<file path="src/rtl/ula_issue_queue_if.sv">
// Bundle between the ULA issue queue and its neighbours: producer, ULA and result consumer.
// slave is the queue's own view; master is the environment driving it.
interface ula_issue_queue_if #(parameter int DEPTH = 4);
  logic                     in_valid;
  logic                     in_ready;
  logic [15:0]              in_A;
  logic [15:0]              in_B;
  logic [1:0]               in_instru;
  logic [15:0]              A;
  logic [15:0]              B;
  logic [1:0]               instru;
  logic                     valid_ula;
  logic [31:0]              data_out;
  logic                     valid_out;
  logic                     res_valid;
  logic [31:0]              res_data;
  logic [1:0]               res_instru;
  logic                     res_ready;
  logic                     timeout_err;
  logic [$clog2(DEPTH):0]   count;

  modport slave (
    input  in_valid, in_A, in_B, in_instru, data_out, valid_out, res_ready,
    output in_ready, A, B, instru, valid_ula, res_valid, res_data, res_instru,
           timeout_err, count
  );

  modport master (
    output in_valid, in_A, in_B, in_instru, data_out, valid_out, res_ready,
    input  in_ready, A, B, instru, valid_ula, res_valid, res_data, res_instru,
           timeout_err, count
  );
endinterface

</file>
<file path="src/rtl/ula_issue_queue.sv">
// Small operation FIFO feeding the ULA one op at a time; captures and holds each
// tagged result for a consumer, and drops ops the ULA never answers.
module ula_issue_queue #(
  parameter int DEPTH   = 4,
  parameter int TIMEOUT = 15
) (
  input logic                clk_ula,
  input logic                rst,
  ula_issue_queue_if.slave   bus
);
  localparam int PW = $clog2(DEPTH);
  localparam int CW = PW + 1;

  typedef struct packed {
    logic [15:0] a;
    logic [15:0] b;
    logic [1:0]  op;
  } op_t;

  typedef enum logic [2:0] {IDLE, ISSUE, WAIT, HOLD, GAP} state_t;

  op_t           mem [DEPTH];
  op_t           head;
  logic [PW-1:0] wr_ptr, rd_ptr;
  logic [CW-1:0] cnt;
  logic [7:0]    timer;
  state_t        state, state_nx;
  logic          push, pop, load, capture, abort;

  // Full blocks the producer even if the head is popped this cycle.
  assign bus.in_ready  = (cnt != CW'(DEPTH));
  assign bus.count     = cnt;
  assign bus.valid_ula = (state == ISSUE);
  assign bus.res_valid = (state == HOLD);

  assign push = bus.in_valid && bus.in_ready;
  assign pop  = (state == ISSUE);
  assign head = mem[rd_ptr];

  always_ff @(posedge clk_ula) begin
    if (push) mem[wr_ptr] <= {bus.in_A, bus.in_B, bus.in_instru};
  end

  always_comb begin
    state_nx = state;
    load     = 1'b0;
    capture  = 1'b0;
    abort    = 1'b0;
    case (state)
      IDLE:  if (cnt != '0) begin load = 1'b1; state_nx = ISSUE; end
      // Opcode 00 answers combinationally, so the issue cycle can capture too.
      ISSUE: if (bus.valid_out) begin capture = 1'b1; state_nx = HOLD; end
             else state_nx = WAIT;
      WAIT:  if (bus.valid_out) begin capture = 1'b1; state_nx = HOLD; end
             else if (timer == 8'(TIMEOUT - 1)) begin abort = 1'b1; state_nx = GAP; end
      HOLD:  if (bus.res_ready) state_nx = GAP;
      GAP:   state_nx = IDLE;
      default: state_nx = IDLE;
    endcase
  end

  always_ff @(posedge clk_ula) begin
    if (rst) begin
      state           <= IDLE;
      wr_ptr          <= '0;
      rd_ptr          <= '0;
      cnt             <= '0;
      timer           <= '0;
      bus.A           <= '0;
      bus.B           <= '0;
      bus.instru      <= '0;
      bus.res_data    <= '0;
      bus.res_instru  <= '0;
      bus.timeout_err <= 1'b0;
    end else begin
      state           <= state_nx;
      bus.timeout_err <= abort;
      if (push) wr_ptr <= wr_ptr + PW'(1);
      if (pop)  rd_ptr <= rd_ptr + PW'(1);
      case ({push, pop})
        2'b10:   cnt <= cnt + CW'(1);
        2'b01:   cnt <= cnt - CW'(1);
        default: ;
      endcase
      // timer holds the number of completed WAIT cycles
      if (state == ISSUE)     timer <= '0;
      else if (state == WAIT) timer <= timer + 8'd1;
      if (load) begin
        bus.A      <= head.a;
        bus.B      <= head.b;
        bus.instru <= head.op;
      end
      if (capture) begin
        bus.res_data   <= bus.data_out;
        bus.res_instru <= bus.instru;
      end
    end
  end
endmodule

</file>
<file path="src/flat_wrapper.sv">
// flat-port wrapper written by rule: the top's interface ports become plain ports
module ula_issue_queue_flat 
#(
  parameter int DEPTH   = 4,
  parameter int TIMEOUT = 15
)
  (clk_ula, rst, bus_in_valid, bus_in_A, bus_in_B, bus_in_instru, bus_data_out, bus_valid_out, bus_res_ready, bus_in_ready, bus_A, bus_B, bus_instru, bus_valid_ula, bus_res_valid, bus_res_data, bus_res_instru, bus_timeout_err, bus_count);
  ula_issue_queue_if #(.DEPTH(DEPTH)) bus_i ();
  input logic clk_ula;
  input logic rst;
  input wire logic [$bits(bus_i.in_valid)-1:0] bus_in_valid;
  input wire logic [$bits(bus_i.in_A)-1:0] bus_in_A;
  input wire logic [$bits(bus_i.in_B)-1:0] bus_in_B;
  input wire logic [$bits(bus_i.in_instru)-1:0] bus_in_instru;
  input wire logic [$bits(bus_i.data_out)-1:0] bus_data_out;
  input wire logic [$bits(bus_i.valid_out)-1:0] bus_valid_out;
  input wire logic [$bits(bus_i.res_ready)-1:0] bus_res_ready;
  output wire logic [$bits(bus_i.in_ready)-1:0] bus_in_ready;
  output wire logic [$bits(bus_i.A)-1:0] bus_A;
  output wire logic [$bits(bus_i.B)-1:0] bus_B;
  output wire logic [$bits(bus_i.instru)-1:0] bus_instru;
  output wire logic [$bits(bus_i.valid_ula)-1:0] bus_valid_ula;
  output wire logic [$bits(bus_i.res_valid)-1:0] bus_res_valid;
  output wire logic [$bits(bus_i.res_data)-1:0] bus_res_data;
  output wire logic [$bits(bus_i.res_instru)-1:0] bus_res_instru;
  output wire logic [$bits(bus_i.timeout_err)-1:0] bus_timeout_err;
  output wire logic [$bits(bus_i.count)-1:0] bus_count;
  assign bus_i.in_valid = bus_in_valid;
  assign bus_i.in_A = bus_in_A;
  assign bus_i.in_B = bus_in_B;
  assign bus_i.in_instru = bus_in_instru;
  assign bus_i.data_out = bus_data_out;
  assign bus_i.valid_out = bus_valid_out;
  assign bus_i.res_ready = bus_res_ready;
  assign bus_in_ready = bus_i.in_ready;
  assign bus_A = bus_i.A;
  assign bus_B = bus_i.B;
  assign bus_instru = bus_i.instru;
  assign bus_valid_ula = bus_i.valid_ula;
  assign bus_res_valid = bus_i.res_valid;
  assign bus_res_data = bus_i.res_data;
  assign bus_res_instru = bus_i.res_instru;
  assign bus_timeout_err = bus_i.timeout_err;
  assign bus_count = bus_i.count;
  ula_issue_queue #(.DEPTH(DEPTH), .TIMEOUT(TIMEOUT)) u_core (.clk_ula(clk_ula), .rst(rst), .bus(bus_i));
endmodule
</file>
<file path="config.mk">
export PLATFORM = sky130hd
export DESIGN_NAME = ula_issue_queue_flat
export DESIGN_NICKNAME = d
export VERILOG_FILES = /design/src/rtl/ula_issue_queue_if.sv /design/src/rtl/ula_issue_queue.sv /design/src/flat_wrapper.sv
export SDC_FILE = /design/constraint.sdc
export NUM_CORES = 1
export LEC_CHECK = 0
export ABC_AREA = 0
export CORE_MARGIN = 2
export CORE_UTILIZATION = 53
export CTS_CLUSTER_DIAMETER = 80
export DETAILED_ROUTE_END_ITERATION = 12
export GPL_TIMING_DRIVEN = 0
export PLACE_DENSITY = 0.81
export SETUP_SLACK_MARGIN = 0.3
export SYNTH_ARGS = -nofsm -noshare
export SYNTH_HDL_FRONTEND = slang
export SYNTH_SLANG_ARGS = --single-unit
</file>
<file path="constraint.sdc">
create_clock -name clk_ula -period 2.4 [get_ports clk_ula]
set_input_delay 0.72 -clock clk_ula [delete_from_list [all_inputs] [get_ports clk_ula]]
set_output_delay 0.72 -clock clk_ula [all_outputs]
set_load 0.02 [all_outputs]
</file>
==> results.toml <==
[status]
status = "complete, no violations"

[yosys]
synth_top_area_share_pct = 47.8
synth_seq_cells = 223
synth.distinct_cells = 40
synth_ff_type = "edfxtp_1"
synth_mux_area_share_pct = 9.09
ys_seq_area_share_pct = 68.2
syn_area_per_cell_sq_um = 13.7
synth-simple-area-share_pct = 7.46
synthMostInstantiatedCell = "edfxtp_1"
synthTopCellsByArea = "edfxtp_1, dfxtp_1, mux4_2"
synth_xor_xnor_area_share_pct = 0.410
synth-compound-area-share_pct = 10.6
synth_nets = 702
yosysWarnings = 0
synth_edf_count = 136
yosys-top-cells-count = "edfxtp_1, dfxtp_1, a21oi_1"
synthArstFlopShare_pct = 0
netlist_area_sq_um = 8540
synth_top_family_by_area = "compound AO/OA/AOI/OAI gates"
synth_top_cell_by_area = "edfxtp_1"
synth_adder_area_share_pct = 1.26
synth_cells = 623

[cts]
htree_levels = 1
clockBufferDepth = 3
clock_latency_ns = 0.53
numCtsBuffers = 22
clock-root-buffer = "clkbuf_16"
cts_tree = "yes"
clk_pin_slew_worst_paths_ns = 0.06
ctsHoldBuffers = 0
clock_sinks = 223

[drt]
wl_per_cell_um = 19.1
drtIter0Drc = 471
drc = 0
drt_first_pass_iters = 5
drt_wl_total_mm = 19.8
postRouteAntennaNets = 0
vias_per_cell = 5.80
vias = 6005

[timing]
rsz0062_at_grt = "yes"
max-slew-margin-rel_pct = 36.8
fin_skew_ns = 0.0222
period_minus_slack_ns = 2.28
layout_setup_ws_ns = 0.115
worst_slew_pin_slew_ns = 0.948
slew_viol_final = 0
final-hold-violation-count = 0
setup_viol = 0
finalCritPeriodShare_pct = 95.2
hold_ws_ns = 0.471
fmax_mhz = 438

[floorplanning]
coreArea_sq_um = 15800
dieHeight_um = 131
die-area_sq_um = 17100
die_w_um = 131
start_util_pct = 53.9
num_rows = 46
io_pins = 146

[power]
finalPower_mw = 12.0
ir_drop_mv = 0.770
p_leak_nw = 3.96
p_per_area_nw_per_um2 = 1080

[worst_hold_path]
min_path_type = "flop to flop"

[job]
drv_cap = 0

[grt]
grt_usage_pct = 22.9
grt_pass1_wl_mm = 30.3
grt_overflow = 0
grt_max_degree = 35
antenna_found_initial = 2
grt_pass1_vias = 6027

[placed_design]
io_buffers = 143
dp_hpwl_mm = 12.9
gp_congestion = 0.790
pre_cts_ws_ns = -0.166

[layout]
nFillCells = 1068
synthToLayoutAreaGrowth_pct = 29.6
fin_nets = 882
drive_above_1_share_pct = 14.8

[setup_path]
cp-end-kind = "output port"
cp.required_ns = 1.68
cp-start-kind = "flop"
worstPathMaxFanout = 10
crit_arrival_ns = 1.56
crit_type = "flop to output port"
## final cells by class
cell class                      count  area, sq um  area share, %
Clock buffer                       31          594           5.37
Clock inverter                      9         91.3          0.825
Antenna cell                        1         2.50         0.0226
Inverter                            9         36.3          0.328
Sequential cell                   223         5840           52.8
Multi-Input combinational cell    339         2530           22.8
Tap cell                          216          270           2.44
Buffer                             52          260           2.35
Timing Repair Buffer              156         1450           13.1
## logic make-up after synthesis
family / count (synthesis)
XOR/XNOR: 4
multiplexers: 35
flip-flops: 223
AND/OR/NAND/NOR: 119
AO/OA/AOI/OAI: 173
adder cells (fa/ha/maj): 8
buffers and inverters: 61
## critical path, stage by stage (launching register included)
cell	delay (ns)
dfxtp_1	0.31
buf_6	0.14
or3b_4	0.40
inv_4	0.09
buf_6	0.12
## placed cells by master (no fill, tap or decap), types with 3 or more instances in the layout
cell type | netlist | final
edfxtp_1 | 136 | 136
a21oi_1 | 84 | 83
dfxtp_1 | 87 | 82
o21ai_0 | 78 | 78
nand3_1 | 74 | 74
dlygate4sd2_1 | 0 | 72
clkdlybuf4s50_1 | 0 | 68
clkbuf_1 | 39 | 44
mux4_2 | 34 | 34
clkbuf_16 | 0 | 22
buf_4 | 0 | 12
buf_6 | 2 | 8
inv_1 | 9 | 7
nand2_1 | 8 | 7
buf_2 | 8 | 6
ha_1 | 7 | 6
or3_1 | 6 | 5
and3_2 | 0 | 4
clkbuf_2 | 0 | 4
nor2b_1 | 3 | 3
nor4_1 | 3 | 3
nor2_1 | 4 | 3
o31ai_1 | 3 | 3
or4_1 | 3 | 3
a21o_1 | 3 | 3
clkinv_1 | 0 | 3
clkinvlp_2 | 0 | 3
dfxtp_4 | 0 | 3
## state kept, by name (all words and copies together), names as in the netlist
name,cells
u_core.bus.count,3
u_core.state,3
u_core.bus.instru,2
u_core.bus.res_instru,2
u_core.timer,8
u_core.mem,136
u_core.bus.timeout_err,1
u_core.wr_ptr,2
u_core.bus.B,16
u_core.rd_ptr,2
u_core.bus.res_data,32
u_core.bus.A,16
## through the flow
stage                     util (%)  setup TNS (ns)  instance area (sq um)  cells
after global placement        64.8          -0.935                  10300    982
after global routing          69.9               0                  11100   1035
after floorplan                  -               0                   8550    623
final                         69.9               0                  11100   1036
after detailed placement      64.8           -2.84                  10300    982
after CTS                     69.3               0                  11000   1029
## final timing paths
| check | cells after the start | to | start | slack, ns |
|---|---|---|---|---|
| hold reg to reg | 2 | u_core.bus.res_instru[1]$_SDFFE_PP0P_ | u_core.bus.res_instru[1]$_SDFFE_PP0P_ | 0.47 |
| setup / recovery | 4 | bus_valid_ula | u_core.state[1]$_SDFFE_PP0P_ | 0.12 |
| hold / removal | 2 | u_core.bus.res_instru[1]$_SDFFE_PP0P_ | u_core.bus.res_instru[1]$_SDFFE_PP0P_ | 0.47 |
| setup reg to reg | 9 | u_core.bus.count[2]$_SDFFE_PP0P_ | u_core.state[0]$_SDFFE_PP0P_ | 0.25 |
## power breakdown
part           switching (mW)  internal (mW)
clock network            1.40           1.85
registers               0.262           4.67
logic                    2.33           1.49
## layer usage
metal | GRT usage [%] | wire, um | up-vias
met4 | 7.07 | 503 | 2
met5 | 0 | 13 | -
li1 | - | - | 2738
met2 | 41.5 | 10000 | 243
met3 | 5.29 | 1460 | 57
met1 | 27.4 | 7790 | 2965
## repair_timing
item | in CTS | in global routing
pin swaps | 2 | 6
buffers inserted | 7 | 6
endpoints found under the setup margin | 103 | 69
resized for setup | 109 | 19
Note: power is estimated with default switching activity, not from simulation.
